[src/rtl/eth_phy_link_monitor_if.sv]
// rtl/eth_phy_link_monitor_if.sv - PHY status / link monitor signal bundle
//
// Purpose: groups the PHY RX status strobes, the counter clear and the link
// monitor results into one bundle.
// Ports (modport view):
//   master : drives rx_block_lock, rx_high_ber, rx_error_count, rx_bad_block,
//            rx_sequence_error, cnt_clear; observes all monitor outputs
//   slave  : the monitor; consumes the status strobes and drives link_up,
//            link_state, link_change, err_count, bad_block_count,
//            seq_err_count, link_down_count
interface eth_phy_link_monitor_if #(
  parameter int COUNT_WIDTH = 32,
  parameter int LDN_WIDTH   = 16
);
  logic                   rx_block_lock;
  logic                   rx_high_ber;
  logic [6:0]             rx_error_count;
  logic                   rx_bad_block;
  logic                   rx_sequence_error;
  logic                   cnt_clear;
  logic                   link_up;
  logic [1:0]             link_state;
  logic                   link_change;
  logic [COUNT_WIDTH-1:0] err_count;
  logic [COUNT_WIDTH-1:0] bad_block_count;
  logic [COUNT_WIDTH-1:0] seq_err_count;
  logic [LDN_WIDTH-1:0]   link_down_count;

  modport master (
    output rx_block_lock, rx_high_ber, rx_error_count, rx_bad_block,
           rx_sequence_error, cnt_clear,
    input  link_up, link_state, link_change, err_count, bad_block_count,
           seq_err_count, link_down_count
  );

  modport slave (
    input  rx_block_lock, rx_high_ber, rx_error_count, rx_bad_block,
           rx_sequence_error, cnt_clear,
    output link_up, link_state, link_change, err_count, bad_block_count,
           seq_err_count, link_down_count
  );
endinterface

[src/rtl/eth_phy_link_monitor.sv]
// rtl/eth_phy_link_monitor.sv - 10G PHY link qualification FSM and event counters
//
// Purpose: debounces PHY block lock / high-BER into a qualified link_up via a
// DOWN/QUALIFY/UP FSM, and keeps saturating counters of PHY error events.
// Ports:
//   clk  : PHY RX clock
//   rst  : synchronous, active-high reset
//   bus  : eth_phy_link_monitor_if.slave (status strobes in, link status and
//          counters out)
module eth_phy_link_monitor #(
  parameter int COUNT_WIDTH    = 32,
  parameter int LDN_WIDTH      = 16,
  parameter int LINK_UP_CYCLES = 156250
) (
  input  logic                   clk,
  input  logic                   rst,
  eth_phy_link_monitor_if.slave  bus
);

  localparam int TW = (LINK_UP_CYCLES > 2) ? $clog2(LINK_UP_CYCLES) : 1;
  localparam logic [TW-1:0] TIMER_LAST = TW'(LINK_UP_CYCLES - 1);

  typedef enum logic [1:0] {
    ST_DOWN    = 2'd0,
    ST_QUALIFY = 2'd1,
    ST_UP      = 2'd2
  } state_t;

  state_t                 state_q, state_d;
  logic [TW-1:0]          timer_q, timer_d;
  logic                   link_up_q, link_up_d;
  logic                   link_change_q, link_change_d;
  logic [COUNT_WIDTH-1:0] err_q, err_d;
  logic [COUNT_WIDTH-1:0] bad_q, bad_d;
  logic [COUNT_WIDTH-1:0] seq_q, seq_d;
  logic [LDN_WIDTH-1:0]   ldn_q, ldn_d;

  logic                   good;
  logic                   link_drop;
  logic [COUNT_WIDTH:0]   err_sum;

  assign good = bus.rx_block_lock & ~bus.rx_high_ber;

  // FSM next state; the timer counts good cycles already seen while qualifying
  always_comb begin
    state_d = state_q;
    timer_d = timer_q;
    case (state_q)
      ST_DOWN: begin
        if (good) begin
          state_d = ST_QUALIFY;
          timer_d = TW'(1);
        end
      end
      ST_QUALIFY: begin
        if (!good) begin
          state_d = ST_DOWN;
          timer_d = '0;
        end else if (timer_q == TIMER_LAST) begin
          state_d = ST_UP;
          timer_d = '0;
        end else begin
          timer_d = timer_q + TW'(1);
        end
      end
      ST_UP: begin
        if (!good) begin
          state_d = ST_DOWN;
        end
      end
      default: begin
        state_d = ST_DOWN;
        timer_d = '0;
      end
    endcase
  end

  // link_up mirrors the registered state, so it is computed from state_d
  always_comb begin
    link_up_d     = (state_d == ST_UP);
    link_change_d = link_up_d ^ link_up_q;
    link_drop     = (state_q == ST_UP) && (state_d == ST_DOWN);
  end

  // Saturating counters: the extra carry bit of err_sum flags overflow
  always_comb begin
    err_sum = {1'b0, err_q} + {{(COUNT_WIDTH - 6){1'b0}}, bus.rx_error_count};
    err_d   = err_sum[COUNT_WIDTH] ? '1 : err_sum[COUNT_WIDTH-1:0];
    bad_d   = bad_q;
    seq_d   = seq_q;
    ldn_d   = ldn_q;
    if (bus.rx_bad_block && !(&bad_q)) begin
      bad_d = bad_q + COUNT_WIDTH'(1);
    end
    if (bus.rx_sequence_error && !(&seq_q)) begin
      seq_d = seq_q + COUNT_WIDTH'(1);
    end
    if (link_drop && !(&ldn_q)) begin
      ldn_d = ldn_q + LDN_WIDTH'(1);
    end
    // Clear wins over any event sampled in the same cycle
    if (bus.cnt_clear) begin
      err_d = '0;
      bad_d = '0;
      seq_d = '0;
      ldn_d = '0;
    end
  end

  always_ff @(posedge clk) begin
    if (rst) begin
      state_q       <= ST_DOWN;
      timer_q       <= '0;
      link_up_q     <= 1'b0;
      link_change_q <= 1'b0;
      err_q         <= '0;
      bad_q         <= '0;
      seq_q         <= '0;
      ldn_q         <= '0;
    end else begin
      state_q       <= state_d;
      timer_q       <= timer_d;
      link_up_q     <= link_up_d;
      link_change_q <= link_change_d;
      err_q         <= err_d;
      bad_q         <= bad_d;
      seq_q         <= seq_d;
      ldn_q         <= ldn_d;
    end
  end

  assign bus.link_up         = link_up_q;
  assign bus.link_state      = state_q;
  assign bus.link_change     = link_change_q;
  assign bus.err_count       = err_q;
  assign bus.bad_block_count = bad_q;
  assign bus.seq_err_count   = seq_q;
  assign bus.link_down_count = ldn_q;

endmodule

[src/flat_wrapper.sv]
// flat-port wrapper written by rule: the top's interface ports become plain ports
module eth_phy_link_monitor_flat 
#(
  parameter int COUNT_WIDTH    = 32,
  parameter int LDN_WIDTH      = 16,
  parameter int LINK_UP_CYCLES = 156250
)
  (clk, rst, bus_rx_block_lock, bus_rx_high_ber, bus_rx_error_count, bus_rx_bad_block, bus_rx_sequence_error, bus_cnt_clear, bus_link_up, bus_link_state, bus_link_change, bus_err_count, bus_bad_block_count, bus_seq_err_count, bus_link_down_count);
  eth_phy_link_monitor_if #(.COUNT_WIDTH(COUNT_WIDTH), .LDN_WIDTH(LDN_WIDTH)) bus_i ();
  input  logic clk;
  input  logic rst;
  input wire logic [$bits(bus_i.rx_block_lock)-1:0] bus_rx_block_lock;
  input wire logic [$bits(bus_i.rx_high_ber)-1:0] bus_rx_high_ber;
  input wire logic [$bits(bus_i.rx_error_count)-1:0] bus_rx_error_count;
  input wire logic [$bits(bus_i.rx_bad_block)-1:0] bus_rx_bad_block;
  input wire logic [$bits(bus_i.rx_sequence_error)-1:0] bus_rx_sequence_error;
  input wire logic [$bits(bus_i.cnt_clear)-1:0] bus_cnt_clear;
  output wire logic [$bits(bus_i.link_up)-1:0] bus_link_up;
  output wire logic [$bits(bus_i.link_state)-1:0] bus_link_state;
  output wire logic [$bits(bus_i.link_change)-1:0] bus_link_change;
  output wire logic [$bits(bus_i.err_count)-1:0] bus_err_count;
  output wire logic [$bits(bus_i.bad_block_count)-1:0] bus_bad_block_count;
  output wire logic [$bits(bus_i.seq_err_count)-1:0] bus_seq_err_count;
  output wire logic [$bits(bus_i.link_down_count)-1:0] bus_link_down_count;
  assign bus_i.rx_block_lock = bus_rx_block_lock;
  assign bus_i.rx_high_ber = bus_rx_high_ber;
  assign bus_i.rx_error_count = bus_rx_error_count;
  assign bus_i.rx_bad_block = bus_rx_bad_block;
  assign bus_i.rx_sequence_error = bus_rx_sequence_error;
  assign bus_i.cnt_clear = bus_cnt_clear;
  assign bus_link_up = bus_i.link_up;
  assign bus_link_state = bus_i.link_state;
  assign bus_link_change = bus_i.link_change;
  assign bus_err_count = bus_i.err_count;
  assign bus_bad_block_count = bus_i.bad_block_count;
  assign bus_seq_err_count = bus_i.seq_err_count;
  assign bus_link_down_count = bus_i.link_down_count;
  eth_phy_link_monitor #(.COUNT_WIDTH(COUNT_WIDTH), .LDN_WIDTH(LDN_WIDTH), .LINK_UP_CYCLES(LINK_UP_CYCLES)) u_core (.clk(clk), .rst(rst), .bus(bus_i));
endmodule
[config.mk]
export PLATFORM = sky130hd
export DESIGN_NAME = eth_phy_link_monitor_flat
export DESIGN_NICKNAME = d
export VERILOG_FILES = /design/src/rtl/eth_phy_link_monitor_if.sv /design/src/rtl/eth_phy_link_monitor.sv /design/src/flat_wrapper.sv
export SDC_FILE = /design/constraint.sdc
export NUM_CORES = 1
export LEC_CHECK = 0
export CORE_ASPECT_RATIO = 2
export CORE_MARGIN = 2
export CORE_UTILIZATION = 53
export DETAILED_ROUTE_END_ITERATION = 16
export GPL_ROUTABILITY_DRIVEN = 0
export PLACE_DENSITY_LB_ADDON = 0.3
export SLEW_MARGIN = 15
export SYNTH_ARGS = -nofsm -noshare
export SYNTH_HDL_FRONTEND = slang
export SYNTH_SLANG_ARGS = --single-unit
[constraint.sdc]
create_clock -name clk -period 3.1 [get_ports clk]
set_input_delay 0.465 -clock clk [delete_from_list [all_inputs] [get_ports clk]]
set_output_delay 0.465 -clock clk [all_outputs]
set_load 0.03 [all_outputs]
After elaboration in Yosys (flattened, before gate mapping) --
Cells that the tools add are included.
Storage, ports and cells: register bits 134, bits of input ports 14, output and inout bits 116, word-level logic and storage cells 46
Operators by class: add/subtract/negate cells 5, bitwise gates (word level) 4, equal/unequal tests 5, mux-type cells 10, reduce and logical (&&, ||, !) cells 14
Operators with widths (count):
- adder 32 x 1 -> 32 bit, second input constant | 2
- AND reduction 32 bit | 2
- 2-to-1 mux 18 bit | 3
- case mux 18 bit (3 select lines) | 1
- adder 32 x 7 -> 33 bit | 1
- 2-to-1 mux 32 bit | 1
- adder 18 x 1 -> 18 bit, second input constant | 1
- == test 18 bit, second input constant | 1
- adder 16 x 1 -> 16 bit, second input constant | 1
- AND reduction 16 bit | 1
- 2-to-1 mux 2 bit | 4
- case mux 2 bit (3 select lines) | 1
- == test 2 bit, second input constant | 2
- logical AND 1 bit | 4
- logical NOT 2 bit | 2
- logical NOT 1 bit | 3
- == test 2 x 1 -> 1 bit, second input constant | 1
- != test 2 x 1 -> 1 bit, second input constant | 1
- inverter 1 bit | 2
- AND reduction 2 bit | 1
- OR reduction 2 bit | 1
- bitwise AND 1 bit | 1
- bitwise XOR 1 bit | 1

Logic depth before layout (Yosys ltp) --
Gate-level depths: netlist of run 1.
depth after elaboration 7, mapped depth 10, mapped depth without buffers 8

Worst setup path before layout of run 1 --
OpenSTA, ideal clock, no wires.
path kind register -> register, from register u_core.err_q[0], in the netlist u_core.bus.err_count[0], to register u_core.err_q[15], in the netlist u_core.bus.err_count[15], setup slack 569 ps, path buffers 1, data required time 3026 ps, library setup time 74 ps, arrival time 2457 ps, cell stages (with the launch flop) 10, clock period less this slack 2531 ps, cells stage by stage dfxtp_1 > ha_1 > inv_1 > fa_1 > nor2b_1 > o2111ai_1 > a31oi_1 > nand3_2 > buf_2 > a31oi_1
Between the ends: cells in the longest elaborated chain, start to end 2
Ends and longest elaborated chain:
- start, declared | RTL line eth_phy_link_monitor.sv:33 | logic [COUNT_WIDTH-1:0] err_q, err_d;
- start signal, assigned | RTL line eth_phy_link_monitor.sv:125 | err_q <= err_d;
- adder 32 x 7 -> 33 bit | RTL line eth_phy_link_monitor.sv:87 | err_sum = {1'b0, err_q} + {{(COUNT_WIDTH - 6){1'b0}}, bus.rx_error_count};
- 2-to-1 mux 32 bit | RTL line eth_phy_link_monitor.sv:88 | err_d = err_sum[COUNT_WIDTH] ? '1 : err_sum[COUNT_WIDTH-1:0];
No other way between the ends. A chain may end at the register's enable or synchronous reset.

Worst setup path in the final report of run 1 --
from input port bus_rx_error_count[0], to register u_core.err_q[22], in the netlist u_core.bus.err_count[22]
Between the ends: cells in the longest elaborated chain, start to end 2
Ends and longest elaborated chain:
- start, declared | RTL line flat_wrapper.sv:14 | input wire logic [$bits(bus_i.rx_error_count)-1:0] bus_rx_error_count;
- adder 32 x 7 -> 33 bit | RTL line eth_phy_link_monitor.sv:87
- 2-to-1 mux 32 bit | RTL line eth_phy_link_monitor.sv:88
No other way between the ends.

==> results.toml, run 1 <==
[route]
drt-total-wl_um = 18810
wl_per_cell_um = 16.90
drt_pass1_iterations = 5
num_vias = 6948
drc = 0
viasPerCell = 6.243
ant_nets = 0
drt_iter0_drc = 264

[synth]
synthFlopType = "dfxtp_1"
synthTopCellsByArea = "dfxtp_1, a21oi_1, or4_1"
yosysTopAreaCellShare_pct = 38.71
synth-warning-count = 0
yosysUniqueCellTypes = 63
synth-edff-count = 0
async_reset_ff_share_pct = 0
yosysTopAreaCell = "dfxtp_1"
avgSynthCellArea_um2 = 8.380
syn_area_um2 = 6930
syn_nets = 854
synth_cells = 827
synth_seq_cells = 134
seq_area_frac_synth_pct = 38.71

[setup_path]
critical-path-top-delay-family = "simple AND/OR/NAND/NOR gates"
endpoint_kind = "flip-flop"
crit_required_ns = 3.44
cp_num_buf_inv = 2
crit_fanout = 9
critical_path_class = "in -> reg"
path_cells = "clkdlybuf4s50_1 -> ha_1 -> inv_1 -> fa_1 -> nor2b_1 -> o2111ai_1 -> a31o_2 -> or4_1 -> a31oi_1"
crit_slowest_cell = "or4_1"
crit_path_start_kind = "input pin"
critPathArrivalTime_ns = 2.96
slowest_delay_ns = 0.48

[clock_tree]
cts_resized = 0
cts.path.max_buffers = 2
numCtsBuffers = 17
cts-hold-fix-buffers = 0
insertion_delay_ns = 0.41
h-tree-depth = 4
clk_pin_slew_ns = 0.07
post_cts_buffers = 0
cts_tree = "built"
root_buffer = "clkbuf_16"
cts_sinks = 134

[die]
die_h_um = 165.7
dieWidth_um = 84.86
coreArea_um2 = 12920
die_area_um2 = 14060
start_util_pct = 53.65
pin_count = 130
num_rows = 59

[global_routing]
grt_max_degree = 42
grt_pass1_wl_um = 31490
antenna_found_initial = 0
gr-total-overflow = 0
grt_pass1_vias = 6779
grt_usage_pct = 26.86

[pwr]
pwr-share-comb_pct = 5.3
pwr-share-seq_pct = 43.0
p_int_mw = 3.117
switching_share_pct = 23.17
p_leak_nw = 2.895
max-vdd-ir-drop_v = 0.0005660
p_switching_mw = 0.9398
p_per_area_nw_per_um2 = 451.6
clkPwrFrac_pct = 51.6

[cells_and_area]
num-fill-cells = 1063
insertedDiodeCount = 0
areaGrowthSynthToFinish_pct = 29.61
finalNetCount = 975
drive_above_1_share_pct = 7.076
multi_input_area_um2 = 3949
fin_area_um2 = 8982
regArea_um2 = 2683

[place]
placed_area_um2 = 8367
port_buffers = 129
hpwl_um = 13470

[sta]
worst_pin_slew_ns = 0.8077
post-route-min-period_ns = 2.621
holdWs_ns = 0.4987
hold_viol = 0
rsz0062_at_grt = "no"
slew_violations = 0
relSlewSlack_pct = 45.95
setup_tns_ns = 0
setup_viol = 0
finalCritPeriodShare_pct = 84.56
fin_skew_ns = 0.01175
fmax_mhz = 381.5

[worst_hold_path]
hold_path.class = "reg -> reg"

[outcome]
status = "finished, final reports clean"

[job]
drv_cap = 0
-- state kept, by name, indices dropped and copies added, names as in the netlist --
register,cells
u_core.bus.bad_block_count,32
u_core.bus.err_count,32
u_core.bus.seq_err_count,32
u_core.timer_q,18
u_core.bus.link_down_count,16
u_core.bus.link_state,2
u_core.bus.link_change,1
u_core.bus.link_up,1
-- cell families (layout without fill, tap and decap cells) --
group | count (synthesis) | count (layout) | synth area share, %
buffers and inverters | 70 | 204 | 4.423
multiplexers | 5 | 5 | 0.7222
flip-flops | 134 | 134 | 38.71
adder cells (fa/ha/maj) | 13 | 13 | 2.455
XOR/XNOR | 47 | 47 | 5.940
AND/OR/NAND/NOR | 359 | 359 | 29.41
AO/OA/AOI/OAI | 199 | 199 | 18.34
-- power by group through the flow --
stage                     Clock [mW]  Combinational (mW)  Sequential, mW
after floorplan                    0               0.118            1.80
after global placement             0               0.212            1.78
after detailed placement           0               0.215            1.78
after CTS                       2.12               0.217            1.75
after global routing            2.20               0.236            1.75
final                           2.09               0.217            1.75
-- cells in the final DEF (no fill, tap or decap), types with 8 or more instances in the layout --
cell	count
inv_1	25
and4_1	15
nor2_1	59
clkbuf_16	17
a21oi_1	62
ha_1	12
o31ai_1	27
or4_1	32
nand3_1	42
or3_1	32
dfxtp_1	134
buf_4	16
nor3_1	15
xnor2_1	23
a31oi_1	22
nand2_1	53
nand4_1	34
o21ai_0	36
xor2_1	24
and2_1	14
and3_1	22
nor4_1	8
clkdlybuf4s50_1	129
-- path summary, 6_finish.rpt --
kind / startpoint / end / slack [ns] / cells past startpoint
hold reg to reg: u_core.bus.bad_block_count[23] / u_core.bus.bad_block_count[23] / 0.50 / 2
setup reg to reg: u_core.bus.err_count[0] / u_core.bus.err_count[22] / 0.65 / 8
setup / recovery: bus_rx_error_count[0] / u_core.bus.err_count[22] / 0.48 / 9
hold / removal: u_core.bus.bad_block_count[23] / u_core.bus.bad_block_count[23] / 0.50 / 2
-- synth_stat cells (all sizes together) (2+ instances only) --
cell type	instances
dfxtp	134
a21oi	62
nor2	59
nand2	54
nand3	43
o21ai	36
nand4	35
or4	33
or3	32
o31ai	28
clkbuf	27
inv	25
xor2	24
and3	23
xnor2	23
a31oi	22
buf	18
and4	17
nor3	16
and2	14
ha	12
nor4	9
a311oi	6
o211ai	6
a31o	5
mux2i	5
nor4b	5
o2111ai	5
or2	5
a41oi	4
nand2b	4
nor3b	4
a211oi	3
a21o	3
nor2b	3
o22a	3
o2111a	2
o211a	2
o21a	2
o21bai	2
-- layout make-up --
cell class / count / area share, %
tap: 152 / 2.117
clock inverter: 13 / 1.922
multi-input combinational: 623 / 43.96
inverter: 25 / 1.045
timing repair buffer: 147 / 16.16
sequential: 134 / 29.86
clock buffer: 19 / 4.931
-- worst reg2reg max path: stages, from the launching register on --
cell and delay (ns):
dfxtp_1 0.35, ha_1 0.17, inv_1 0.05, fa_1 0.40
nor2b_1 0.24, o2111ai_1 0.19, a31o_2 0.34, or4_1 0.48
a31oi_1 0.17
-- through the flow --
| step | setup WS, ns | power (mW) | std cells | utilization (%) |
|---|---|---|---|---|
| after floorplan | 0.5686 | 1.917 | 827 | - |
| after global placement | 0.1417 | 1.995 | 1081 | 64.77 |
| after detailed placement | 0.07400 | 1.998 | 1081 | 64.77 |
| after CTS | 0.4936 | 4.082 | 1113 | 69.53 |
| after global routing | 0.3109 | 4.178 | 1113 | 69.53 |
| final | 0.4786 | 4.057 | 1113 | 69.53 |
-- layer usage --
layer / vias up / track usage [%] / part of all wire (%)
met2: 207 / 52.31 / 56
met4: 0 / 11.66 / 3.1
met3: 41 / 5.182 / 3.9
li1: 3353 / - / -
met1: 3347 / 26.40 / 37
met5: - / 0 / 0
Note: power is estimated with default switching activity, not from simulation.
==> inputs of run 2 (changes only) <==
==> constraint.sdc (replaced) <==
create_clock -name clk -period 2.7 [get_ports clk]
set_input_delay 0.405 -clock clk [delete_from_list [all_inputs] [get_ports clk]]
set_output_delay 0.405 -clock clk [all_outputs]
set_load 0.03 [all_outputs]
==> run 2 against run 1 <==
  * First-iteration DRC count up 13%
  * Routed wire length rose by 1.5%
  * Clock-buffer cell count increased by 2
  * Flip-flop and latch count did not move
  * Critical endpoint unchanged
  * Combinational power grew 22%
  * Global-route usage grew 0.45 points
  * Clock skew fell by 0.0012 ns
  * Worst setup slack lost 0.26 ns
  * Largest power group unchanged
  * Register-to-register slack worse by 0.33 ns
  * Clock power is 21% higher
==> results.toml, run 2 (same netlist as run 1, synthesis figures left out) <==
[die]
coreArea_um2 = 12920
pin_count = 130
die_h_um = 165.7
num_rows = 59
die_area_um2 = 14060
start_util_pct = 53.65
dieWidth_um = 84.86

[sta]
slew_violations = 0
post-route-min-period_ns = 2.484
fmax_mhz = 402.6
fin_skew_ns = 0.01055
setup_tns_ns = 0
holdWs_ns = 0.5021
worst_pin_slew_ns = 0.8213
hold_viol = 0
finalCritPeriodShare_pct = 92.00
worst_slack_ns = 0.2159
rsz0062_at_grt = "no"
relSlewSlack_pct = 45.04
setup_viol = 0

[worst_hold_path]
hold_path.class = "reg -> reg"
worstHoldStart = "u_core.bus.bad_block_count[23]"
hold_depth = 2
whs_endpoint = "u_core.bus.bad_block_count[23]"

[route]
ant_nets = 0
drc = 0
wl_per_cell_um = 16.85
drt_iter0_drc = 299
drt_pass1_iterations = 5
viasPerCell = 6.246
drt-total-wl_um = 19090
num_vias = 7077

[clock_tree]
cts_sinks = 134
root_buffer = "clkbuf_16"
clk_pin_slew_ns = 0.06
post_cts_buffers = 0
h-tree-depth = 4
cts_resized = 0
cts.path.max_buffers = 2
numCtsBuffers = 17
insertion_delay_ns = 0.41
cts_tree = "built"
cts-hold-fix-buffers = 0

[place]
dp_cells = 1101
hpwl_um = 13830
placed_area_um2 = 8504
place_ws_ns = -0.2198
port_buffers = 129

[cells_and_area]
insertedDiodeCount = 0
multi_input_area_um2 = 3949
fin_util_pct = 70.86
num-fill-cells = 1027
final_common_cell = "dfxtp_1"
regArea_um2 = 2683
areaGrowthSynthToFinish_pct = 32.08
drive_above_1_share_pct = 9.072
fin_cells = 1133
finalNetCount = 995
most-common-layout-cells = "dfxtp_1, clkdlybuf4s50_1, a21oi_1, nor2_1, nand2_1"
fin_area_um2 = 9154

[setup_path]
r2r_start = "u_core.bus.err_count[0]"
r2r_slack_ns = 0.32
crit_required_ns = 3.04
reg2regPathDepth = 8
critical_path_class = "in -> reg"
rr_endpoint = "u_core.bus.err_count[22]"
crit_path_start_kind = "input pin"
critPathArrivalTime_ns = 2.82
crit_fanout = 4
endpoint_kind = "flip-flop"

[global_routing]
grtUsageMet3_pct = 5.182
grt-busiest-layer = "met2"
grt_pass1_vias = 6920
use_met2_pct = 51.93
gr-total-overflow = 0
grt_usage_pct = 27.31
antenna_found_initial = 0
grt_pass1_wl_um = 32020
grt_max_degree = 59
use_met1_pct = 27.52

[pwr]
finalPower_mw = 4.803
p_per_area_nw_per_um2 = 524.7
max-vdd-ir-drop_v = 0.0004806
p_leak_nw = 3.008

[job]
drv_cap = 0

[outcome]
status = "finished, final reports clean"
run 2: cell types whose count changed in the layout (fill, tap and decap cells not counted):
cell       delta
clkbuf_1      -1
inv_6         -1
buf_12        -1
buf_4        +21
bufinv_16     +1
clkinv_2      +2
clkbuf_8      +3
clkinv_4      -4
run 2: worst max path at each step:
stage	end	slack, ns	cells past startpoint	start
floorplan	u_core.bus.err_count[15]	0.17	9	u_core.bus.err_count[0]
global placement	u_core.bus.err_count[22]	-0.18	9	bus_rx_error_count[0]
detailed placement	u_core.bus.err_count[22]	-0.22	9	bus_rx_error_count[0]
CTS	u_core.bus.err_count[22]	0.21	9	bus_rx_error_count[0]
global route	u_core.bus.err_count[8]	0.11	11	bus_rx_error_count[0]
finish	u_core.bus.err_count[22]	0.22	9	bus_rx_error_count[0]
run 2: metal layers:
layer / share of wire [%] / wire length (µm) / vias to the layer above
li1: - / - / 3400
met1: 36 / 6861 / 3373
met2: 56 / 10680 / 243
met3: 4.5 / 853 / 61
met4: 3.6 / 692 / 0
met5: 0 / 0 / -
run 2: layout make-up:
type	instances	share of cell area, %
Clock inverter	11	1.845
Sequential cell	134	29.31
Clock buffer	21	5.249
Multi-Input combinational cell	623	43.14
Tap cell	152	2.078
Timing Repair Buffer	167	17.36
Inverter	25	1.025
run 2: power by group:
group          total, mW  leakage (nW)  switching, mW  internal [mW]
clock               2.53         0.308          0.887           1.65
combinational      0.265          1.62          0.152          0.113
sequential          2.01          1.08         0.0149           1.99
total               4.80          3.01           1.05           3.75
run 2: critical path, stage by stage:
cell,delay (ns)
clkdlybuf4s50_1,0.46
ha_1,0.16
inv_1,0.05
fa_1,0.41
nor2b_1,0.21
o2111ai_1,0.19
a31o_2,0.32
or4_1,0.47
a31oi_1,0.16
